### src/rtl/flappy_game_ctrl_if.sv
// flappy_game_ctrl_if
// Signal bundle between the game sequencer and the bird/pipe datapath.
//   master : the sequencer (flappy_game_ctrl). It receives the button and the
//            datapath events, and drives state, strobes, gap select and scores.
//   slave  : the datapath side (or a testbench standing in for it).
interface flappy_game_ctrl_if;
    logic       jump;
    logic       collide;
    logic       out_of_bounds;
    logic       pass;
    logic       pipe_wrap;
    logic [1:0] state;
    logic       play_en;
    logic       clear;
    logic       fall_tick;
    logic       pipe_tick;
    logic       flap;
    logic [2:0] gap_sel;
    logic [7:0] score_bcd;
    logic [7:0] best_bcd;

    modport master (
        input  jump, collide, out_of_bounds, pass, pipe_wrap,
        output state, play_en, clear, fall_tick, pipe_tick, flap,
               gap_sel, score_bcd, best_bcd
    );

    modport slave (
        output jump, collide, out_of_bounds, pass, pipe_wrap,
        input  state, play_en, clear, fall_tick, pipe_tick, flap,
               gap_sel, score_bcd, best_bcd
    );
endinterface

### src/rtl/flappy_game_ctrl.sv
// flappy_game_ctrl
// Game sequencer for the 8x8 Flappy Bird datapath: the IDLE/CLEAR/PLAY/OVER
// machine, fall and pipe prescalers, jump edge detect, LFSR gap selection and
// the BCD score / best score. All outputs are registered.
// Ports:
//   clk   : system clock
//   rst_n : asynchronous active-low reset
//   bus   : flappy_game_ctrl_if.master
//           in : jump, collide, out_of_bounds, pass, pipe_wrap
//           out: state, play_en, clear, fall_tick, pipe_tick, flap,
//                gap_sel, score_bcd, best_bcd
//
// state | meaning
// ------+--------------------------------------------------------------
// IDLE  | waiting for the first press after reset
// CLEAR | single cycle; datapath re-initialise, score and prescalers zeroed
// PLAY  | game running; ticks, flaps and scoring active
// OVER  | frozen; presses ignored until the hold counter saturates
module flappy_game_ctrl #(
    parameter int         FALL_DIV  = 50,
    parameter int         PIPE_DIV  = 40,
    parameter int         OVER_HOLD = 256,
    parameter logic [7:0] LFSR_SEED = 8'hA5
) (
    input  logic               clk,
    input  logic               rst_n,
    flappy_game_ctrl_if.master bus
);

    typedef enum logic [1:0] {
        S_IDLE  = 2'd0,
        S_CLEAR = 2'd1,
        S_PLAY  = 2'd2,
        S_OVER  = 2'd3
    } state_t;

    localparam int FW = (FALL_DIV > 1) ? $clog2(FALL_DIV) : 1;
    localparam int PW = (PIPE_DIV > 1) ? $clog2(PIPE_DIV) : 1;
    localparam int HW = $clog2(OVER_HOLD + 1);
    localparam logic [FW-1:0] FALL_LAST = FW'(FALL_DIV - 1);
    localparam logic [PW-1:0] PIPE_LAST = PW'(PIPE_DIV - 1);
    localparam logic [HW-1:0] HOLD_MAX  = HW'(OVER_HOLD);

    state_t        st;
    logic          jump_q;
    logic [7:0]    lfsr;
    logic [FW-1:0] fall_cnt;
    logic [PW-1:0] pipe_cnt;
    logic [HW-1:0] hold_cnt;
    logic          rise;
    logic          hit;
    logic [7:0]    lfsr_nxt;

    assign rise      = bus.jump & ~jump_q;
    assign hit       = bus.collide | bus.out_of_bounds;
    // Right-shift Galois form of x^8+x^6+x^5+x^4+1.
    assign lfsr_nxt  = {1'b0, lfsr[7:1]} ^ (lfsr[0] ? 8'hB8 : 8'h00);
    assign bus.state = st;

    function automatic logic [7:0] bcd_inc(input logic [7:0] v);
        if (v == 8'h99)
            return v;
        if (v[3:0] == 4'd9)
            return {v[7:4] + 4'd1, 4'd0};
        return {v[7:4], v[3:0] + 4'd1};
    endfunction

    always_ff @(posedge clk or negedge rst_n) begin
        if (!rst_n) begin
            st            <= S_IDLE;
            jump_q        <= 1'b1;
            lfsr          <= LFSR_SEED;
            fall_cnt      <= '0;
            pipe_cnt      <= '0;
            hold_cnt      <= '0;
            bus.play_en   <= 1'b0;
            bus.clear     <= 1'b0;
            bus.fall_tick <= 1'b0;
            bus.pipe_tick <= 1'b0;
            bus.flap      <= 1'b0;
            bus.gap_sel   <= 3'd0;
            bus.score_bcd <= 8'h00;
            bus.best_bcd  <= 8'h00;
        end else begin
            jump_q        <= bus.jump;
            lfsr          <= lfsr_nxt;
            bus.clear     <= 1'b0;
            bus.fall_tick <= 1'b0;
            bus.pipe_tick <= 1'b0;
            bus.flap      <= 1'b0;

            case (st)
                S_IDLE: begin
                    if (rise) begin
                        st            <= S_CLEAR;
                        bus.clear     <= 1'b1;
                        bus.score_bcd <= 8'h00;
                        fall_cnt      <= '0;
                        pipe_cnt      <= '0;
                    end
                end

                S_CLEAR: begin
                    st          <= S_PLAY;
                    bus.play_en <= 1'b1;
                end

                S_PLAY: begin
                    if (bus.pipe_wrap)
                        bus.gap_sel <= lfsr[2:0];
                    if (hit) begin
                        // Collision beats a same-cycle pass; best compares the
                        // pre-increment score.
                        st          <= S_OVER;
                        bus.play_en <= 1'b0;
                        fall_cnt    <= '0;
                        pipe_cnt    <= '0;
                        hold_cnt    <= '0;
                        if (bus.score_bcd > bus.best_bcd)
                            bus.best_bcd <= bus.score_bcd;
                    end else begin
                        // A flap restarts gravity, suppressing any fall tick.
                        if (rise) begin
                            bus.flap <= 1'b1;
                            fall_cnt <= '0;
                        end else if (fall_cnt == FALL_LAST) begin
                            bus.fall_tick <= 1'b1;
                            fall_cnt      <= '0;
                        end else begin
                            fall_cnt <= fall_cnt + 1'b1;
                        end

                        if (pipe_cnt == PIPE_LAST) begin
                            bus.pipe_tick <= 1'b1;
                            pipe_cnt      <= '0;
                        end else begin
                            pipe_cnt <= pipe_cnt + 1'b1;
                        end

                        if (bus.pass)
                            bus.score_bcd <= bcd_inc(bus.score_bcd);
                    end
                end

                S_OVER: begin
                    if (hold_cnt == HOLD_MAX) begin
                        if (rise) begin
                            st            <= S_CLEAR;
                            bus.clear     <= 1'b1;
                            bus.score_bcd <= 8'h00;
                        end
                    end else begin
                        hold_cnt <= hold_cnt + 1'b1;
                    end
                end

                default: st <= S_IDLE;
            endcase
        end
    end

endmodule
### src/flat_wrapper.sv
// flat-port wrapper written by rule: the top's interface ports become plain ports
module flappy_game_ctrl_flat 
#(
    parameter int         FALL_DIV  = 50,
    parameter int         PIPE_DIV  = 40,
    parameter int         OVER_HOLD = 256,
    parameter logic [7:0] LFSR_SEED = 8'hA5
)
  (clk, rst_n, bus_jump, bus_collide, bus_out_of_bounds, bus_pass, bus_pipe_wrap, bus_state, bus_play_en, bus_clear, bus_fall_tick, bus_pipe_tick, bus_flap, bus_gap_sel, bus_score_bcd, bus_best_bcd);
  flappy_game_ctrl_if bus_i ();
  input  logic clk;
  input  logic rst_n;
  input wire logic [$bits(bus_i.jump)-1:0] bus_jump;
  input wire logic [$bits(bus_i.collide)-1:0] bus_collide;
  input wire logic [$bits(bus_i.out_of_bounds)-1:0] bus_out_of_bounds;
  input wire logic [$bits(bus_i.pass)-1:0] bus_pass;
  input wire logic [$bits(bus_i.pipe_wrap)-1:0] bus_pipe_wrap;
  output wire logic [$bits(bus_i.state)-1:0] bus_state;
  output wire logic [$bits(bus_i.play_en)-1:0] bus_play_en;
  output wire logic [$bits(bus_i.clear)-1:0] bus_clear;
  output wire logic [$bits(bus_i.fall_tick)-1:0] bus_fall_tick;
  output wire logic [$bits(bus_i.pipe_tick)-1:0] bus_pipe_tick;
  output wire logic [$bits(bus_i.flap)-1:0] bus_flap;
  output wire logic [$bits(bus_i.gap_sel)-1:0] bus_gap_sel;
  output wire logic [$bits(bus_i.score_bcd)-1:0] bus_score_bcd;
  output wire logic [$bits(bus_i.best_bcd)-1:0] bus_best_bcd;
  assign bus_i.jump = bus_jump;
  assign bus_i.collide = bus_collide;
  assign bus_i.out_of_bounds = bus_out_of_bounds;
  assign bus_i.pass = bus_pass;
  assign bus_i.pipe_wrap = bus_pipe_wrap;
  assign bus_state = bus_i.state;
  assign bus_play_en = bus_i.play_en;
  assign bus_clear = bus_i.clear;
  assign bus_fall_tick = bus_i.fall_tick;
  assign bus_pipe_tick = bus_i.pipe_tick;
  assign bus_flap = bus_i.flap;
  assign bus_gap_sel = bus_i.gap_sel;
  assign bus_score_bcd = bus_i.score_bcd;
  assign bus_best_bcd = bus_i.best_bcd;
  flappy_game_ctrl #(.FALL_DIV(FALL_DIV), .PIPE_DIV(PIPE_DIV), .OVER_HOLD(OVER_HOLD), .LFSR_SEED(LFSR_SEED)) u_core (.clk(clk), .rst_n(rst_n), .bus(bus_i));
endmodule
### config.mk
export PLATFORM = sky130hd
export DESIGN_NAME = flappy_game_ctrl_flat
export DESIGN_NICKNAME = d
export VERILOG_FILES = /design/src/rtl/flappy_game_ctrl_if.sv /design/src/rtl/flappy_game_ctrl.sv /design/src/flat_wrapper.sv
export SDC_FILE = /design/constraint.sdc
export NUM_CORES = 1
export LEC_CHECK = 0
export ABC_AREA = 0
export CORE_UTILIZATION = 55
export DETAILED_ROUTE_END_ITERATION = 7
export GPL_TIMING_DRIVEN = 0
export PLACE_DENSITY = 0.86
export SYNTH_ARGS = -nofsm -noshare
export SYNTH_HDL_FRONTEND = slang
export SYNTH_SLANG_ARGS = --single-unit
### constraint.sdc
create_clock -name clk -period 2.7 [get_ports clk]
set_clock_uncertainty 0.05 [all_clocks]
set_input_delay 0.54 -clock clk [delete_from_list [all_inputs] [get_ports clk]]
set_output_delay 0.54 -clock clk [all_outputs]
set_load 0.05 [all_outputs]
==> results of run 1 <==
logic make-up after synthesis:
family	Yosys count	synth area share (%)
buffers and inverters	26	3.96
and+or+nand+nor	91	16.3
AOI/OAI and AO/OA	51	12.3
xor gates and xnor gates	11	3.32
adders and majority gates	22	9.47
muxes	17	6.20
DFF	56	48.4
where the power goes:
| part | switching, mW | total (mW) | internal, mW |
|---|---|---|---|
| Clock | 0.295 | 0.486 | 0.191 |
| Sequential | 0.179 | 1.17 | 0.989 |
| Combinational | 0.934 | 1.50 | 0.564 |
| Total | 1.41 | 3.15 | 1.74 |
per-layer routing:
layer	wire, um	track usage, %	part of all wire, %
met1	2410	26.1	43
met2	2840	41.6	51
met3	234	5.22	4.2
met4	99	9.43	1.8
met5	0	0	0
registers in the layout, indices dropped and copies added (netlist names):
signal and count:
u_core.bus.best_bcd 8, u_core.fall_cnt 6, u_core.bus.fall_tick 1, u_core.pipe_cnt 6
u_core.lfsr 8, u_core.jump_q 1, u_core.bus.gap_sel 3, u_core.bus.flap 1
u_core.bus.state 2, u_core.bus.score_bcd 8, u_core.hold_cnt 9, u_core.bus.play_en 1
u_core.bus.clear 1, u_core.bus.pipe_tick 1
worst reg2reg max path, stage by stage, from the launching register on:
cell and delay, ps:
dfrtp_1 450, inv_1 120, ha_1 310, nor3b_2 530, o211ai_1 300, or2_2 360
o31ai_1 190
cell usage in the layout (no fill, tap or decap), types with 2 or more instances in the layout:
master	count
nand3_1	15
nor2_1	22
a211oi_1	2
mux2_2	8
clkbuf_1	3
o31ai_1	3
xor2_1	7
ha_1	22
dfstp_2	5
nand3b_1	2
a22o_1	5
inv_1	21
dfrtp_1	51
and3_1	2
clkbuf_8	6
o21ai_0	18
nand2_1	24
clkdlybuf4s50_1	31
nor3_1	7
xnor2_1	4
nand4_1	4
a21oi_1	10
mux2i_1	9
nor2b_1	2
Yosys cell counts (2+ instances only):
| library cell | n | area share, % |
|---|---|---|
| nand4_1 | 4 | 0.86 |
| a211oi_1 | 2 | 0.52 |
| clkbuf_1 | 3 | 0.39 |
| nor2b_1 | 2 | 0.43 |
| nor2_1 | 22 | 2.8 |
| mux2_2 | 8 | 3.1 |
| nand3b_1 | 2 | 0.52 |
| o31ai_1 | 3 | 0.78 |
| o21ai_0 | 18 | 3.1 |
| a21oi_1 | 10 | 1.7 |
| xnor2_1 | 4 | 1.2 |
| nand3_1 | 15 | 2.6 |
| and3_1 | 2 | 0.43 |
| nand2_1 | 24 | 3.1 |
| nor3_1 | 7 | 1.2 |
| a22o_1 | 5 | 1.5 |
| inv_1 | 21 | 2.7 |
| xor2_1 | 7 | 2.1 |
| ha_1 | 22 | 9.5 |
| dfstp_2 | 5 | 4.5 |
| mux2i_1 | 9 | 3.1 |
| dfrtp_1 | 51 | 44 |
worst paths after layout:
kind	from	endpoint	slack (ps)
worst min-delay path	rst_n	u_core.bus.best_bcd[6]	120
max in group asynchronous	rst_n	u_core.lfsr[0]	1850
min in group clk	u_core.lfsr[3]	u_core.lfsr[2]	310
worst min register to register	u_core.lfsr[3]	u_core.lfsr[2]	310
worst max-delay path	bus_out_of_bounds	u_core.bus.best_bcd[3]	230
worst max register to register	u_core.bus.state[0]	u_core.fall_cnt[3]	300
metrics by stage:
| step | instance area [sq um] | setup TNS, ps | std cells |
|---|---|---|---|
| final | 3420 | 0 | 385 |
| after global routing | 3420 | 0 | 385 |
| after CTS | 3420 | 0 | 385 |
| after detailed placement | 3330 | -522 | 377 |
| after global placement | 3310 | -31950 | 376 |
| after floorplan | 2910 | 0 | 274 |
cell type report:
type	instances	area share [%]
Sequential cell	56	41.1
Multi-Input combinational cell	192	40.4
Timing Repair Buffer	33	9.79
Tap cell	70	2.56
Inverter	21	2.30
Clock buffer	5	2.01
Buffer	5	1.06
Clock inverter	3	0.804
==> impl_metrics.env, run 1 <==
export IMPL_status="finished, final reports clean"
export IMPL_synth_cell_type_count=50
export IMPL_cts_sinks=56
export IMPL_drtAntennaViolNets=0
export IMPL_startpoint_type="input port"
export IMPL_vdd_drop_max_mv=0.530
export IMPL_rsz0062_at_grt="false"
export IMPL_layout_min_cycle_time_ps=2470
export IMPL_grt_max_degree=36
export IMPL_post_route_period_util_pct=91.5
export IMPL_track_usage_pct=23.0
export IMPL_synth_seq_cells=56
export IMPL_synth_edf_count=0
export IMPL_syn_area_sq_um=2910
export IMPL_slew_headroom_pct=59.2
export IMPL_core_area_sq_um=5110
export IMPL_timing_hold_ws_ps=122
export IMPL_die_y_um=74.7
export IMPL_drt_vias_per_instance=5.55
export IMPL_area_growth_pct=17.9
export IMPL_timing_fmax_ghz=0.405
export IMPL_drtIter0Drc=99
export IMPL_required_ps=2860
export IMPL_syn_inst=274
export IMPL_drc=0
export IMPL_htreeDepth=2
export IMPL_clk_latency_ps=320
export IMPL_crit_chain="clkdlybuf4s50_1, o21ai_0, nor2_1, a31oi_2, mux2_2"
export IMPL_dpl_hpwl_mm=4.18
export IMPL_final_util_pct=67.1
export IMPL_yosysWarningCount=0
export IMPL_grt_pass1_vias=2207
export IMPL_syn_area_per_cell_sq_um=10.6
export IMPL_critPathMaxStageDelay_ps=540
export IMPL_holdBufCountCts=0
export IMPL_gp_congestion=0.829
export IMPL_critPathTopFamily="compound AO/OA/AOI/OAI gates"
export IMPL_initial_utilization_pct=56.9
export IMPL_seq_area_frac_synth_pct=48.4
export IMPL_post_cts_setup_buffers=0
export IMPL_via_count=2137
export IMPL_dieArea_sq_um=5580
export IMPL_total_power_mw=3.15
export IMPL_cp_num_buf_inv=1
export IMPL_cts_root_buf="clkbuf_8"
export IMPL_firstDrtPassIters=4
export IMPL_tritoncts="yes"
export IMPL_drive_gt1_share_pct=12.4
export IMPL_crit_cells=5
export IMPL_grt_ovfl_total=0
export IMPL_hold_path_class="in2async"
export IMPL_timing_hold_violations_final=0
export IMPL_critPathCaptureType="register"
export IMPL_multi_input_area_sq_um=1380
export IMPL_seq_area_sq_um=1410
export IMPL_drv_slew=0
export IMPL_nNetsFinal=343
export IMPL_wl_per_cell_um=14.5
export IMPL_critPathKind="in2reg"
export IMPL_powerDensity_nw_per_um2=921
export IMPL_fillerInstances=395
export IMPL_port_buffers=32
export IMPL_routed_wl_mm=5.59
export IMPL_tightest_slew_ps=605
export IMPL_synth_flop_cell="dfrtp_1"
export IMPL_numCtsBuffers=5
export IMPL_finalSetupViolCount=0
export IMPL_antenna_cells=0
export IMPL_clk_pin_slew_worst_paths_ps=110
export IMPL_post_cts_resized=0
export IMPL_drv_cap=0
export IMPL_grt_first_pass_wirelength_mm=9.60
export IMPL_p_leak_nw=1.56
export IMPL_worstRegToRegCells=6
export IMPL_critical_path_max_fanout=8
export IMPL_fp_row_count=26
export IMPL_ios=33
export IMPL_cp_arrival_ps=2630
export IMPL_pre_cts_ws_ps=-111
export IMPL_die_x_um=74.7
export IMPL_slowest_stage="o21ai_0"
export IMPL_syn_nets=303
export IMPL_worst_slack_ps=230
export IMPL_cts_buffer_depth=2
export IMPL_ys_async_sr_fraction_pct=100
export IMPL_antenna_found_initial=0
Note: power is estimated with default switching activity, not from simulation.
==> inputs of run 2 (changes only) <==
--- a/config.mk
+++ b/config.mk
@@ -9,6 +9,7 @@
 export CORE_UTILIZATION = 55
 export DETAILED_ROUTE_END_ITERATION = 7
 export GPL_TIMING_DRIVEN = 0
+export HOLD_SLACK_MARGIN = 0.1
 export PLACE_DENSITY = 0.86
 export SYNTH_ARGS = -nofsm -noshare
 export SYNTH_HDL_FRONTEND = slang
==> results of run 2 <==
The final DEF is identical to that of run 1; final timing and power are the same.
==> inputs of run 3 (changes only) <==
--- a/config.mk
+++ b/config.mk
@@ -6,11 +6,13 @@
 export NUM_CORES = 1
 export LEC_CHECK = 0
 export ABC_AREA = 0
+export CORE_MARGIN = 1
 export CORE_UTILIZATION = 55
 export DETAILED_ROUTE_END_ITERATION = 7
 export GPL_TIMING_DRIVEN = 0
 export HOLD_SLACK_MARGIN = 0.1
 export PLACE_DENSITY = 0.86
+export SETUP_SLACK_MARGIN = 0.15
 export SYNTH_ARGS = -nofsm -noshare
 export SYNTH_HDL_FRONTEND = slang
 export SYNTH_SLANG_ARGS = --single-unit
==> results of run 3 <==
Same layout as run 1 (identical final DEF). Status: finished, final reports clean.
